**src/rtl/reflet_int_conditioner.sv**
```systemverilog
// Conditions four raw external interrupt lines: synchronise, glitch-filter and
// optionally latch rising edges until acknowledged, with sticky lost-event flags.
module reflet_int_conditioner #(
    parameter int         sync_stages   = 2,
    parameter int         filter_cycles = 3,
    parameter logic [3:0] edge_mode     = 4'b1111
) (
    input  logic       clk,
    input  logic       reset,
    input  logic [3:0] raw_int,
    input  logic [3:0] int_enable,
    input  logic       ack_valid,
    input  logic [1:0] ack_id,
    input  logic [3:0] clear_lost,
    output logic [3:0] ext_int,
    output logic [3:0] pending,
    output logic [3:0] lost
);
    localparam logic [3:0] FILT_LIMIT = 4'(filter_cycles);

    logic [sync_stages-1:0][3:0] sync_r;
    logic [3:0]                  sync_s;
    logic [3:0][3:0]             cnt_r;
    logic [3:0][3:0]             cnt_s;
    logic [3:0]                  filt_r;
    logic [3:0]                  filt_s;
    logic [3:0]                  filt_d_r;
    logic [3:0]                  rise_r;
    logic [3:0]                  out_r;
    logic [3:0]                  out_s;
    logic [3:0]                  lost_r;
    logic [3:0]                  lost_s;
    logic [3:0]                  ack_hit_s;

    assign sync_s = sync_r[sync_stages-1];

    // Metastability chain; only the last stage feeds the filter.
    always_ff @(posedge clk) begin
        if (reset) begin
            sync_r <= '0;
        end else begin
            sync_r <= {sync_r[sync_stages-2:0], raw_int};
        end
    end

    // Glitch filter: the level only follows after filter_cycles consecutive disagreements.
    always_comb begin
        cnt_s  = cnt_r;
        filt_s = filt_r;
        for (int i = 0; i < 4; i++) begin
            if (sync_s[i] == filt_r[i]) begin
                cnt_s[i] = 4'd0;
            end else if ((cnt_r[i] + 4'd1) == FILT_LIMIT) begin
                filt_s[i] = ~filt_r[i];
                cnt_s[i]  = 4'd0;
            end else begin
                cnt_s[i] = cnt_r[i] + 4'd1;
            end
        end
    end

    // Next pending/output and lost state; rise_r is the registered edge pulse,
    // which puts the edge path one cycle behind the level path.
    always_comb begin
        out_s     = out_r;
        lost_s    = lost_r;
        ack_hit_s = 4'b0000;
        for (int i = 0; i < 4; i++) begin
            ack_hit_s[i] = ack_valid && (ack_id == 2'(i));
            if (edge_mode[i]) begin
                if (!int_enable[i]) begin
                    out_s[i] = 1'b0;
                end else if (rise_r[i]) begin
                    out_s[i] = 1'b1;
                end else if (ack_hit_s[i]) begin
                    out_s[i] = 1'b0;
                end else begin
                    out_s[i] = out_r[i];
                end
                if (rise_r[i] && out_r[i] && int_enable[i] && !ack_hit_s[i]) begin
                    lost_s[i] = 1'b1;
                end else if (clear_lost[i]) begin
                    lost_s[i] = 1'b0;
                end else begin
                    lost_s[i] = lost_r[i];
                end
            end else begin
                out_s[i]  = filt_r[i] & int_enable[i];
                lost_s[i] = 1'b0;
            end
        end
    end

    // Filter state, edge detector and output latches.
    always_ff @(posedge clk) begin
        if (reset) begin
            cnt_r    <= '0;
            filt_r   <= 4'b0000;
            filt_d_r <= 4'b0000;
            rise_r   <= 4'b0000;
            out_r    <= 4'b0000;
            lost_r   <= 4'b0000;
        end else begin
            cnt_r    <= cnt_s;
            filt_r   <= filt_s;
            filt_d_r <= filt_r;
            rise_r   <= filt_r & ~filt_d_r;
            out_r    <= out_s;
            lost_r   <= lost_s;
        end
    end

    assign ext_int = out_r;
    assign pending = out_r;
    assign lost    = lost_r;

endmodule

```
**config.mk**
```make
export PLATFORM = sky130hd
export DESIGN_NAME = reflet_int_conditioner
export DESIGN_NICKNAME = d
export VERILOG_FILES = /design/src/rtl/reflet_int_conditioner.sv
export SDC_FILE = /design/constraint.sdc
export NUM_CORES = 1
export LEC_CHECK = 0
export CAP_MARGIN = 20
export CORE_UTILIZATION = 50
export DETAILED_ROUTE_END_ITERATION = 7
export DONT_BUFFER_PORTS = 1
export GPL_ROUTABILITY_DRIVEN = 0
export PLACE_DENSITY = 0.69
export SLEW_MARGIN = 40
export SYNTH_ARGS = -nofsm -noshare
export SYNTH_HDL_FRONTEND = slang
export SYNTH_SLANG_ARGS = --single-unit
```
**constraint.sdc**
```tcl
create_clock -name clk -period 3.5 [get_ports clk]
set_input_delay 0 -clock clk [delete_from_list [all_inputs] [get_ports clk]]
set_output_delay 0 -clock clk [all_outputs]
set_load 0.05 [all_outputs]
```
[Word-level counts from Yosys, hierarchy flattened]
Index checks and enable logic that the tools add are counted.
Word-level totals
  register bits: 44
  input bits: 17
  logic and storage cells: 106
Cells by class
  $add $sub $neg: 4
  equality and inequality tests: 11
  mux-type cells: 16
  bitwise logic cells: 14
  reductions and logical operators: 41
Operator list (count)
  $add A4 B1 Y4 const B: 4
  $eq A4 B2 Y1 const B: 4
  $logic_and A1 B1 Y1: 16
  $mux W1: 16
  $reduce_bool A2 Y1: 8
  $not A1 Y1: 12
  $reduce_or A3 Y1: 4
  $reduce_and A2 Y1: 4
  $reduce_or A2 Y1: 4
  $and A4 B4 Y4: 1
  $eq A1 B1 Y1: 4
  $eq A2 B2 Y1 const B: 2
  $logic_not A1 Y1: 4
  $not A4 Y4: 1
  $eq A2 B1 Y1 const B: 1
  $logic_not A2 Y1: 1

[Longest topological paths before layout]
  word-level depth: 5
  gate-level depth with buffers: 5
  gate-level depth less buffers: 5

[Least setup slack after synthesis]
No wires, ideal clock.
  path kind: register to register
  from: reg cnt_r[4] (netlist name)
  to: reg filt_r[1]
  library setup time: 72 ps
  data arrival time: 1346 ps
  data required time: 3428 ps
  slack: 2082 ps
  cell stages (with the launch flop): 5
  path buffers: 0
  cell sequence: dfxtp_1 ha_1 or4b_1 o21ai_2 mux2i_1
Between the ends
  word-level cells in the longest chain between the ends: 3
RTL lines
  start, declared: RTL line 23  | logic [3:0][3:0] cnt_r;
  start signal, assigned: RTL line 104  | cnt_r <= cnt_s;
  $add A4 B1 Y4: RTL line 53  | end else if ((cnt_r[i] + 4'd1) == FILT_LIMIT) begin
  $eq A4 B2 Y1: RTL line 53
  $reduce_and A2 Y1 (no source line)
  end signal, assigned: RTL line 105  | filt_r <= filt_s;
  end, declared: RTL line 25  | logic [3:0] filt_r;
No other way between the ends.
A chain may end at the register's enable or synchronous reset.

[Worst setup path after layout]
  from: reg out_r[3] (netlist: ext_int[3])
  to: reg lost_r[3] (netlist: lost[3])
Between the ends
  word-level cells in the longest chain between the ends: 4
RTL lines
  start, declared: RTL line 29  | logic [3:0] out_r;
  start signal, assigned: RTL line 108  | out_r <= out_s;
  $logic_and A1 B1 Y1 * (3 in a row): RTL line 80  | if (rise_r[i] && out_r[i] && int_enable[i] && !ack_hit_s[i]) begin
  $mux W1 / $reduce_bool A2 Y1 (equally long branches)
  end signal, assigned: RTL line 109  | lost_r <= lost_s;
  end, declared: RTL line 31  | logic [3:0] lost_r;
Every way passes the cells marked *; elsewhere a longest branch is shown, timed or not.

==> impl.org <==
** Timing
- Clock skew on the completed layout was measured at 0.01125 ns.
- Count of final setup violators :: 0
- The number of max-slew violations in the final report is 0.
- Worst Max-Slew Pin Slew :: 0.5474 ns
- Sum of negative setup slack :: 0 ns
- Hold timing on the final database bottoms out at a slack of about 0.034 ns.
- The hold violation count in the final report came to 0.
- Of the available clock period, the critical path in the final layout requires 0.6284.
- Post-layout minimum cycle time :: 2.199 ns
- Setup repair after global routing left no endpoint under its margin.
- Relative slew margins :: 0.6351
- Highest clock rate :: 454.7 MHz

** Global route
- Summed over all layers, the global routing overflow is 0.
- Via count of the first global-routing pass :: ~1,100
- Across every metal layer, demand over resource in global routing totals 0.1701.
- Entering global routing, the biggest net connects 29 pins.
- The first global-routing pass estimated ~4.5 mm of wire.
- Antenna violations before repair :: 0

** Logic synthesis
- Mapped Area :: 1748 sq um
- The synthesized-area fraction occupied by ao, oa, aoi and oai cells came to 0.05941.
- Number of nets produced by synthesis :: 197
- Xor-xnor portion of the synthesized cell area :: 0.08017
- Number of standard cells after synthesis :: 172
- Async S/R FF share, synth :: 0
- Of the synthesized area, sequential elements account for 0.5039.
- Of the post-synthesis cell area, the part taken by muxes is 0.02291.
- Synthesis warning total :: 0
- The average instance in the mapped netlist occupies 10.16 sq um.
- Yosys reg bits :: 44
- Number of flops mapped to enable cells by yosys :: 0
- Number of different library cells in the post-synthesis netlist :: 25
- Main combinational cell family by area after synthesis :: simple AND/OR/NAND/NOR gates
- Of the total synthesized cell area, the portion taken by full adders, half adders and majority gates is 0.05727.
- Of the total synthesized cell area, the portion taken by AND, OR, NAND and NOR gates is 0.2334.
- Most used DFF post-synth :: sky130_fd_sc_hd__dfxtp_1

** Worst hold path
- The worst hold path belongs to the class primary input to flop.
- The worst hold path begins at ack_valid.

** Finish
- Fraction of final layout cells sized beyond drive strength 1 :: 0.09424
- Summing all multi-input logic gate instances after layout gives approximately 800 sq um.
- The layout has 300 filler cells.
- After the last flow step, the layout net total stands at 215.
- Storage cell area :: 885.9 sq um
- Compared with the post-synthesis result, the final layout area differs by 14.82%.
- Total inserted antenna cells :: 0
- At the end of the flow the core is filled with cells to 0.6014.

** Floorplan
- For this design the top-level I/O count stands at 29.
- Placeable core area :: 3337 sq um
- Site Rows :: 21
- Initial standard-cell utilization of the core :: 0.5238
- The die covers 3736 sq um.
- Die span in y :: 61.13 um
- In this run the horizontal extent of the chip is 61.13 um.

** Outcome
- The flow ran to the end, and the final reports show no timing, DRC or antenna violations.

** Pwr
- For this design the static power due to leakage is 0.7693 nW.
- Pwr dens :: 396.1 nW/um^2
- IR analysis of the VDD net gives a maximum drop of ~0.00025 V.

** Clock network
- Number of buffers inserted during clock tree synthesis :: 5
- Insertion delay of the later-clocked pin in the worst-skew pair :: 0.35 ns
- Cts repair resizes :: 0
- CTS tree :: done
- The tree is rooted in a sky130_fd_sc_hd__clkbuf_4.
- H-tree levels :: 2
- Clock transition at the register clock pins on the worst setup and hold paths after CTS :: 0.12 ns
- For this design, the sink count on the clock tree is 44.
- The longest clock path from root to sink contains 2 buffers.

** Setup path
- Data on the critical path is required at its endpoint by 3.81 ns.
- The slowest stage of the critical path is the sky130_fd_sc_hd__dfxtp_2 cell.
- Reg2Reg Launch Point :: ext_int[3]$_SDFFE_PP0P_
- Type of destination of the critical path :: flop
- WS Path Type :: flop to flop
- Cell seen most often among critical-path stages :: sky130_fd_sc_hd__dlygate4sd3_1
- The critical path contains buffers and inverters numbering 2 combined.
- STA puts the critical path data arrival time at 2.51 ns.
- Critical Path Start Type :: flop
- In this design, the largest share of critical-path delay is due to buffers and inverters.
- In this run the worst path has a maximum fanout of 4.
- The most critical setup path has its startpoint at ext_int[3]$_SDFFE_PP0P_.
- The critical path goes through nand4_1 -> dlygate4sd3_1 -> a21oi_1 -> dlygate4sd3_1.
- Slowest cell delay on critical path :: between 0.6 and 0.7 ns

** Place
- In this run the tool buffered the top-level ports with 0 buffer cells.
- After legalization and detailed placement, the total HPWL measured 1.954 mm.

** Route
- Before antenna repair, the detailed router went through 6 iterations.
- Total number of vias :: 1,164
- DRC violation total after the first TritonRoute iteration :: 49
- Vias per std cell :: between 4 and 5
- Routed wire length :: 2.874 mm
- Detailed-route wire length per cell :: between 10 and 15 um
- Post-route ant nets :: 0
- For this run, design rule violations remaining after detail routing come to 0.

** Run
- Across the run, the number of max-cap violations was 0.
==> what timing repair did <==
item | CTS | global route
buffers inserted | 0 | 0
hold endpoints to repair | 44 | 0
hold buffers | 18 | 0
==> cells by family after synthesis <==
| kind of cell | after synthesis |
|---|---|
| DFF | 44 |
| AOI/OAI and AO/OA | 12 |
| muxes | 4 |
| adders and majority gates | 8 |
| and+or+nand+nor | 72 |
| buffers and inverters | 16 |
| xor gates and xnor gates | 16 |
==> final cells by class <==
cell class | instances | share of cell area
clock buffer | 7 | 0.02743
clock inverter | 1 | 0.003741
inverter | 9 | 0.01683
multi-input combinational | 112 | 0.3946
sequential | 44 | 0.4414
tap | 46 | 0.02868
timing repair buffer | 18 | 0.08728
==> layout by cell type, fill, tap and decap left out, types with 2 or more instances in the layout <==
| master | netlist | layout |
|---|---|---|
| sky130_fd_sc_hd__nor2_1 | 16 | 16 |
| sky130_fd_sc_hd__nor3b_1 | 4 | 4 |
| sky130_fd_sc_hd__nand2b_1 | 14 | 14 |
| sky130_fd_sc_hd__ha_1 | 8 | 8 |
| sky130_fd_sc_hd__xor2_1 | 8 | 8 |
| sky130_fd_sc_hd__a21oi_1 | 4 | 4 |
| sky130_fd_sc_hd__nand2_1 | 4 | 4 |
| sky130_fd_sc_hd__dlygate4sd3_1 | 0 | 17 |
| sky130_fd_sc_hd__a41oi_1 | 2 | 2 |
| sky130_fd_sc_hd__nor3_1 | 8 | 8 |
| sky130_fd_sc_hd__dfxtp_2 | 0 | 4 |
| sky130_fd_sc_hd__or4b_4 | 2 | 2 |
| sky130_fd_sc_hd__nand3_1 | 9 | 9 |
| sky130_fd_sc_hd__xnor2_1 | 8 | 8 |
| sky130_fd_sc_hd__o21ai_4 | 2 | 2 |
| sky130_fd_sc_hd__mux2i_1 | 4 | 4 |
| sky130_fd_sc_hd__o21ai_2 | 2 | 2 |
| sky130_fd_sc_hd__inv_1 | 9 | 9 |
| sky130_fd_sc_hd__nor2b_1 | 11 | 11 |
| sky130_fd_sc_hd__dfxtp_1 | 44 | 40 |
| sky130_fd_sc_hd__or4b_1 | 2 | 2 |
| sky130_fd_sc_hd__clkbuf_4 | 0 | 5 |
==> report_power, final <==
| group | internal (mW) | leakage [nW] | switching [mW] |
|---|---|---|---|
| clock | 0.0985 | 0.0315 | 0.157 |
| sequential | 0.506 | 0.358 | 0.00351 |
| combinational | 0.0173 | 0.379 | 0.0122 |
| total | 0.622 | 0.769 | 0.173 |
==> state kept, by name, summed over array words and instances (netlist names) <==
signal,count
lost,4
ext_int,4
sync_s,4
cnt_r,16
filt_d_r,4
rise_r,4
filt_r,4
sync_r,4
==> stage by stage <==
| step | cell area [sq um] | setup slack (ns) | instances | power, mW |
|---|---|---|---|---|
| floorplan | 1748 | 2.082 | 172 | 0.5364 |
| global placement | 1764 | 1.964 | 211 | 0.5347 |
| detailed placement | 1769 | 1.991 | 211 | 0.5356 |
| CTS | 2012 | 1.339 | 237 | 0.8031 |
| global route | 2007 | 1.184 | 237 | 0.8297 |
| finish | 2007 | 1.301 | 237 | 0.7949 |
==> tightest hold or removal path, cell delays in order <==
cell and delay [ns]:
sky130_fd_sc_hd__nand3_1 0.10, sky130_fd_sc_hd__a21oi_1 0.18, sky130_fd_sc_hd__nor3b_1 0.08
==> synth_stat cells, drive strengths merged (2+ instances only) <==
cell,number,area share
dfxtp,44,0.50
nand2,4,0.0086
nor3,8,0.023
a21oi,4,0.011
ha,8,0.057
xnor2,8,0.040
nor2b,11,0.039
or4b,4,0.027
buf,4,0.017
mux2i,4,0.023
nand3,9,0.026
xor2,8,0.040
nor2,16,0.034
nand2b,14,0.050
nor3b,4,0.017
a41oi,2,0.010
o21ai,4,0.029
inv,9,0.019
clkbuf,3,0.0064
==> path summary, 6_finish.rpt <==
check	to	slack, ns	depth (start not counted)
max reg2reg	lost[3]$_SDFFE_PP0P_	1.30	4
min	ext_int[3]$_SDFFE_PP0P_	0.03	3
max	lost[3]$_SDFFE_PP0P_	1.30	4
min reg2reg	rise_r[0]$_SDFF_PP0_	0.39	1
==> layer usage <==
layer	part of all wire	global-route usage	up-vias
met5	0	0	-
met4	0.018	0.06818	0
met3	0.037	0.06092	7
met2	0.53	0.2935	15
met1	0.41	0.1908	542
li1	-	-	600
Note: power is estimated with default switching activity, not from simulation.
